**src/rtl/trap_sequencer.sv**
```systemverilog
// Machine-mode trap entry / mret sequencer beside writeback: picks one event per
// instruction boundary, drains memory traffic, pulses the CSR commit, then redirects fetch.
module trap_sequencer #(
    parameter int unsigned XLEN = 64
) (
    input  logic            clk,
    input  logic            reset,
    input  logic            wb_valid,
    input  logic [XLEN-1:0] wb_pc,
    input  logic            wb_exc,
    input  logic [3:0]      wb_exc_code,
    input  logic            wb_mret,
    input  logic            trint,
    input  logic            swint,
    input  logic            exint,
    input  logic            mstatus_mie,
    input  logic [2:0]      mie_mask,
    input  logic [XLEN-1:0] mtvec,
    input  logic [XLEN-1:0] mepc,
    input  logic            mem_busy,
    output logic            wb_kill,
    output logic            stall,
    output logic            flush,
    output logic            redirect_valid,
    output logic [XLEN-1:0] redirect_pc,
    output logic            csr_trap_valid,
    output logic            csr_trap_is_int,
    output logic [3:0]      csr_trap_code,
    output logic [XLEN-1:0] csr_trap_epc,
    output logic            csr_mret_valid,
    output logic            busy
);

    typedef enum logic [1:0] {StIdle, StDrain, StCommit, StRedirect} state_t;

    state_t          r_state;
    state_t          w_state_next;
    logic            r_exint_meta;
    logic            r_exint_sync;
    logic            r_is_mret;
    logic            r_is_int;
    logic [3:0]      r_code;
    logic [XLEN-1:0] r_epc;

    logic [2:0]      w_pend;
    logic            w_int_take;
    logic [3:0]      w_int_code;
    logic            w_accept;
    logic [XLEN-1:0] w_base;
    logic [XLEN-1:0] w_target;

    always_ff @(posedge clk or posedge reset) begin
        if (reset) begin
            r_exint_meta <= 1'b0;
            r_exint_sync <= 1'b0;
        end else begin
            r_exint_meta <= exint;
            r_exint_sync <= r_exint_meta;
        end
    end

    always_comb begin
        w_pend     = {r_exint_sync, swint, trint} & mie_mask;
        w_int_take = mstatus_mie & (|w_pend);
        if (w_pend[2]) begin
            w_int_code = 4'd11;
        end else if (w_pend[1]) begin
            w_int_code = 4'd3;
        end else begin
            w_int_code = 4'd7;
        end
        w_accept = (r_state == StIdle) & wb_valid & (wb_exc | wb_mret | w_int_take);
    end

    // Priority: exception > mret > interrupt.
    always_ff @(posedge clk or posedge reset) begin
        if (reset) begin
            r_is_mret <= 1'b0;
            r_is_int  <= 1'b0;
            r_code    <= 4'd0;
            r_epc     <= '0;
        end else if (w_accept) begin
            r_is_mret <= ~wb_exc & wb_mret;
            r_is_int  <= ~wb_exc & ~wb_mret;
            r_code    <= wb_exc ? wb_exc_code : (wb_mret ? 4'd0 : w_int_code);
            r_epc     <= wb_pc;
        end
    end

    // Target is read during REDIRECT so a CSR write from COMMIT is already visible.
    always_comb begin
        w_base = {mtvec[XLEN-1:2], 2'b00};
        if (r_is_mret) begin
            w_target = mepc;
        end else if (mtvec[1:0] == 2'b01 && r_is_int) begin
            w_target = w_base + {{(XLEN-6){1'b0}}, r_code, 2'b00};
        end else begin
            w_target = w_base;
        end
    end

    always_ff @(posedge clk or posedge reset) begin
        if (reset) begin
            r_state <= StIdle;
        end else begin
            r_state <= w_state_next;
        end
    end

    always_comb begin
        w_state_next   = r_state;
        wb_kill        = 1'b0;
        stall          = 1'b0;
        flush          = 1'b0;
        redirect_valid = 1'b0;
        redirect_pc    = '0;
        csr_trap_valid = 1'b0;
        csr_mret_valid = 1'b0;
        unique case (r_state)
            StIdle: begin
                wb_kill = w_accept & (wb_exc | ~wb_mret);
                if (w_accept) begin
                    w_state_next = StDrain;
                end
            end
            StDrain: begin
                stall = 1'b1;
                if (!mem_busy) begin
                    w_state_next = StCommit;
                end
            end
            StCommit: begin
                stall          = 1'b1;
                csr_trap_valid = ~r_is_mret;
                csr_mret_valid = r_is_mret;
                w_state_next   = StRedirect;
            end
            StRedirect: begin
                stall          = 1'b1;
                flush          = 1'b1;
                redirect_valid = 1'b1;
                redirect_pc    = w_target;
                w_state_next   = StIdle;
            end
            default: w_state_next = StIdle;
        endcase
    end

    assign csr_trap_is_int = r_is_int;
    assign csr_trap_code   = r_code;
    assign csr_trap_epc    = r_epc;
    assign busy            = (r_state != StIdle);

endmodule
```
**config.mk**
```make
export PLATFORM = sky130hd
export DESIGN_NAME = trap_sequencer
export DESIGN_NICKNAME = d
export VERILOG_FILES = /design/src/rtl/trap_sequencer.sv
export SDC_FILE = /design/constraint.sdc
export NUM_CORES = 1
export LEC_CHECK = 0
export ABC_AREA = 1
export CAP_MARGIN = 20
export CORE_UTILIZATION = 35
export DETAILED_ROUTE_END_ITERATION = 10
export PLACE_DENSITY = 0.74
export SETUP_SLACK_MARGIN = 0.05
export SYNTH_ARGS = -nofsm -noshare
export SYNTH_HDL_FRONTEND = slang
export SYNTH_SLANG_ARGS = --single-unit
```
**constraint.sdc**
```tcl
create_clock -name clk -period 5.19 [get_ports clk]
set_input_delay 1.2975 -clock clk [delete_from_list [all_inputs] [get_ports clk]]
set_output_delay 1.2975 -clock clk [all_outputs]
set_load 0.03 [all_outputs]
```
; ---- Yosys cells after proc, flatten, opt, wreduce, memory -nomap -nowiden
; Cells that the tools add are included.
[totals]
input_bits = 209
register_bits = 74
output_inout_bits = 140
word_cells = 48
[classes]
n_bitwise = 13
eq_ne = 6
mux = 15
addsub = 1
n_reduce_logical = 6
[ops]
columns = operator, n
row1 = $mux W64, 3
row2 = $add A64 B6 Y64, 1
row3 = $mux W4, 3
row4 = $pmux W2 S4, 1
row5 = $and A1 B1 Y1, 6
row6 = $reduce_or A3 Y1, 2
row7 = $mux W1, 5
row8 = $eq A2 B1 Y1 const B, 2
row9 = $eq A2 B2 Y1 const B, 2
row10 = $mux W2, 2
row11 = $ne A2 B2 Y1 const B, 2
row12 = $and A3 B3 Y3, 1
row13 = $mux W3, 1
row14 = $not A1 Y1, 3
row15 = $or A1 B1 Y1, 3
row16 = $logic_not A2 Y1, 1
row17 = $reduce_and A2 Y1, 1
row18 = $reduce_bool A2 Y1, 1
row19 = $logic_and A1 B1 Y1, 1

; ---- Longest topological paths before layout
; Gate-level depths: netlist (run 1).
[logic_depth]
word_depth = 7
depth_mapped = 13
ltp_nobuf = 13

; ---- Worst setup path before layout (run 1)
; Ideal clock, no wire load.
[synth_path]
path_kind = input to output
from = in mtvec[2]
to = out redirect_pc[28]
t_required_ns = 3.893
n_path_buf = 0
slack_ns = 0.866
t_arrival_ns = 3.026
cell_stages = 10
cell_sequence = ha_1 inv_1 fa_1 nor2_1 nor2_2 nor2_1 nand2_1 nor2_4 xnor2_1 a21oi_1
[synth_between]
elab_chain_cells = 4
[synth_rtl]
columns = item, line_no
row1 = from (decl), 18  ; input logic [XLEN-1:0] mtvec,
row2 = $add A64 B6 Y64, 96  ; w_target = w_base + {{(XLEN-6){1'b0}}, r_code, 2'b00};
row3 = $mux W64, 95  ; end else if (mtvec[1:0] == 2'b01 && r_is_int) begin
row4 = $mux W64, 93  ; if (r_is_mret) begin
row5 = $mux W64, 119  ; unique case (r_state)
row6 = to (decl), 25  ; output logic [XLEN-1:0] redirect_pc,
; Every way passes these cells.

; ---- Worst setup path after layout (run 1)
[layout_path]
from = in mtvec[2]
to = out redirect_pc[60]
; The elaborated chain is that of the path after synthesis.

==> flow_summary.json, run 1 <==
{
  "yosysWarnings": 0,
  "seq_area_um2": 1852,
  "yosysSeqAreaShare_pct": 29.55,
  "fillers": 1675,
  "die_area_um2": 18450,
  "outcome": "complete, no violations",
  "maxCapViolations": 0,
  "setup_viol": 0,
  "period_minus_slack_ns": 4.984,
  "portBuffers": 348,
  "combPwrFrac_pct": 65.2,
  "pre_cts_slack_ns": 0.04167,
  "hpwlAfterDp_um": 20410,
  "start_util_pct": 35.98,
  "crit_path_frequent_cell": "nand2_1",
  "grt_pass1_wl_um": 39300,
  "antenna_found_initial": 1,
  "core_area_um2": 17420,
  "cts_hold_buf": 0,
  "worstMarginPinSlew_ns": 0.9210,
  "ant_nets": 0,
  "relSlewSlack_pct": 38.53,
  "multiInputGateArea_um2": 3820,
  "clock_sinks": 74,
  "cts_tree": "done",
  "postSynth.asyncResetShare_pct": 100.0,
  "grt_remaining_overflow": 0,
  "cts_made_buffers": 9,
  "finClkSkew_ns": 0.005196,
  "grt_usage_pct": 27.63,
  "fin_crit_sh_pct": 96.03,
  "ys_types": 37,
  "synthCells": 1059,
  "cts_buffer_depth": 2,
  "drive_above_1_share_pct": 9.388,
  "setup_tns_ns": 0,
  "avgSynthCellArea_um2": 5.918,
  "clk_latency_ns": 0.33,
  "p_int_mw": 2.410,
  "drt_iter0_markers": 463,
  "end_kind": "output port",
  "power.density_nw_per_um2": 458.3,
  "drcViolationCount": 0,
  "synth-edff-count": 0,
  "rsz0062_at_grt": "no",
  "wl_per_cell_um": 15.74,
  "grt_max_degree": 79,
  "area_growth_pct": 64.38,
  "hold_violations": 0,
  "p_seq_share_pct": 21.6,
  "crit_required_ns": 3.89,
  "ir_drop_v": 0.0003415,
  "worstPathMaxFanout": 5,
  "routabilityCongestion": 1.022,
  "slowest_delay_ns": 0.49,
  "routed_wl_um": 25680,
  "mostFrequentLayoutCell": "nand2_1",
  "synthesis.nets": 1278,
  "path_cells": "clkdlybuf4s50_1 > ha_1 > inv_1 > fa_2 > nor2_2 > nor2_2 > nor2_1 > nand2_1 > nor2_4 > nand3_1 > nand2_1 > nand3_1 > nand2_1 > inv_1 > buf_4",
  "p_switching_mw": 2.312,
  "firstDrtPassIters": 5,
  "path_clk_slew_ns": 0.05,
  "arrival_ns": 3.69,
  "vias": 7989,
  "cts_root_buf": "clkbuf_16",
  "power_mw": 4.722,
  "r2r_slack_ns": 2.60,
  "p_sw_share_pct": 48.96,
  "crit_type": "primary input to output port",
  "ios": 349,
  "slowest_stage": "clkdlybuf4s50_1",
  "maxSlewViolCount": 0,
  "syn_area_um2": 6267,
  "antenna_cells": 0,
  "p_leak_nw": 5.232,
  "grt_pass1_vias": 7571,
  "fp-row-count": 48,
  "mostFrequentLayoutCells": "nand2_1, clkdlybuf4s50_1, nor2_1",
  "nNetsFinal": 1620,
  "h-tree-depth": 3,
  "power.share.clock_pct": 13.2,
  "synth_ff_type": "dfrtp_1",
  "max_freq_mhz": 200.6,
  "hold_class": "flip-flop to flip-flop",
  "die_w_um": 135.8,
  "vias_per_cell": 4.898,
  "chipHeight_um": 135.8,
  "startpoint_type": "primary input",
  "ys_ff_latch": 74,
  "setup_ws_ns": 0.2060
}
==> area by class of cell <==
cell class | count | share of cell area [%]
well taps | 225 | 2.733
multi-input cells | 830 | 37.08
inverters | 119 | 4.384
flip-flops and latches | 74 | 17.97
repair buffers | 367 | 34.87
clock inverters | 5 | 0.5101
clock buffers | 11 | 2.453
==> critical path: cells and delay by family <==
| family | cells | cell delay, ns |
|---|---|---|
| buffers and inverters | 4 | 0.74 |
| AND/OR/NAND/NOR | 9 | 1.14 |
| adder cells (fa/ha/maj) | 2 | 0.51 |
==> cells by family after synthesis <==
| family | count (synthesis) | synth area share (%) |
|---|---|---|
| AO/OA/AOI/OAI | 81 | 7.107 |
| XOR/XNOR | 6 | 0.8385 |
| adder cells (fa/ha/maj) | 10 | 2.116 |
| buffers and inverters | 155 | 9.702 |
| flip-flops | 74 | 29.55 |
| AND/OR/NAND/NOR | 733 | 50.69 |
==> sequential cells by signal, summed over array words and instances, names as in the netlist <==
name / count
r_exint_meta: 1
r_state: 2
csr_trap_epc: 64
csr_trap_code: 4
r_is_mret: 1
r_exint_sync: 1
csr_trap_is_int: 1
==> synth_stat cells (5+ instances only) <==
| master | number | area (µm²) |
|---|---|---|
| nor2_2 | 10 | 62.56 |
| nand4_1 | 29 | 181.4 |
| clkbuf_1 | 19 | 71.32 |
| nor3_1 | 9 | 45.04 |
| inv_1 | 112 | 420.4 |
| o21ai_0 | 37 | 185.2 |
| nand2_2 | 10 | 62.56 |
| ha_1 | 9 | 112.6 |
| nand3b_1 | 9 | 67.56 |
| nand2_1 | 407 | 1528 |
| nor2_1 | 167 | 626.9 |
| o211ai_1 | 13 | 97.59 |
| buf_1 | 6 | 22.52 |
| dfrtp_1 | 74 | 1852 |
| a21oi_1 | 21 | 105.1 |
| o21ai_1 | 6 | 30.03 |
| nand3_1 | 66 | 330.3 |
| buf_2 | 7 | 35.03 |
| inv_2 | 6 | 22.52 |
| xor2_1 | 5 | 43.79 |
| or2_0 | 5 | 31.28 |
==> routing by layer <==
| metal | up-vias | track usage (%) | share of wire [%] |
|---|---|---|---|
| li1 | 3987 | - | - |
| met1 | 3664 | 32.53 | 40 |
| met2 | 305 | 49.43 | 50 |
| met3 | 31 | 6.600 | 8.4 |
| met4 | 2 | 7.865 | 1.9 |
| met5 | - | 0 | 0.051 |
==> power groups by stage <==
| stage | clock [mW] | combinational, mW | sequential [mW] |
|---|---|---|---|
| floorplan | 0 | 1.31 | 1.47 |
| global placement | 0 | 3.06 | 1.02 |
| detailed placement | 0 | 3.09 | 1.01 |
| CTS | 0.635 | 3.10 | 1.02 |
| global route | 0.663 | 3.32 | 1.05 |
| finish | 0.622 | 3.08 | 1.02 |
==> repair_timing <==
action,in CTS,in global routing
setup endpoints to repair,1,28
setup buffers,0,1
hold endpoints to repair,0,0
resized for setup,1,14
pin swaps,0,3
==> path summary, 6_finish.rpt <==
path	endpoint	cells after the start	from
worst max-delay path	redirect_pc[60]	15	mtvec[2]
worst min-delay path	r_exint_sync	0	r_exint_meta
worst max register to register	csr_trap_epc[24]	10	r_state[0]
min in group asynchronous	csr_trap_epc[21]	2	reset
worst min register to register	r_exint_sync	0	r_exint_meta
max in group asynchronous	csr_trap_epc[20]	3	reset
==> stage by stage <==
| step | cell area, µm² | std cells | hold WS [ns] | utilization, % |
|---|---|---|---|---|
| after floorplan | 6267 | 1059 | 0.3312 | - |
| after global placement | 9936 | 1613 | 0.3351 | 57.05 |
| after detailed placement | 9936 | 1613 | 0.3347 | 57.05 |
| after CTS | 10240 | 1629 | 0.3473 | 58.79 |
| after global routing | 10300 | 1631 | 0.3567 | 59.15 |
| final | 10300 | 1631 | 0.3463 | 59.15 |
(Power assumes the default switching activity.)
==> run 2, diff against run 1 <==
--- a/config.mk
+++ b/config.mk
@@ -11,6 +11,7 @@
 export DETAILED_ROUTE_END_ITERATION = 10
 export PLACE_DENSITY = 0.74
 export SETUP_SLACK_MARGIN = 0.05
+export SLEW_MARGIN = 5
 export SYNTH_ARGS = -nofsm -noshare
 export SYNTH_HDL_FRONTEND = slang
 export SYNTH_SLANG_ARGS = --single-unit
==> results of run 2 <==
The final DEF is identical to that of run 1; final timing and power are the same.
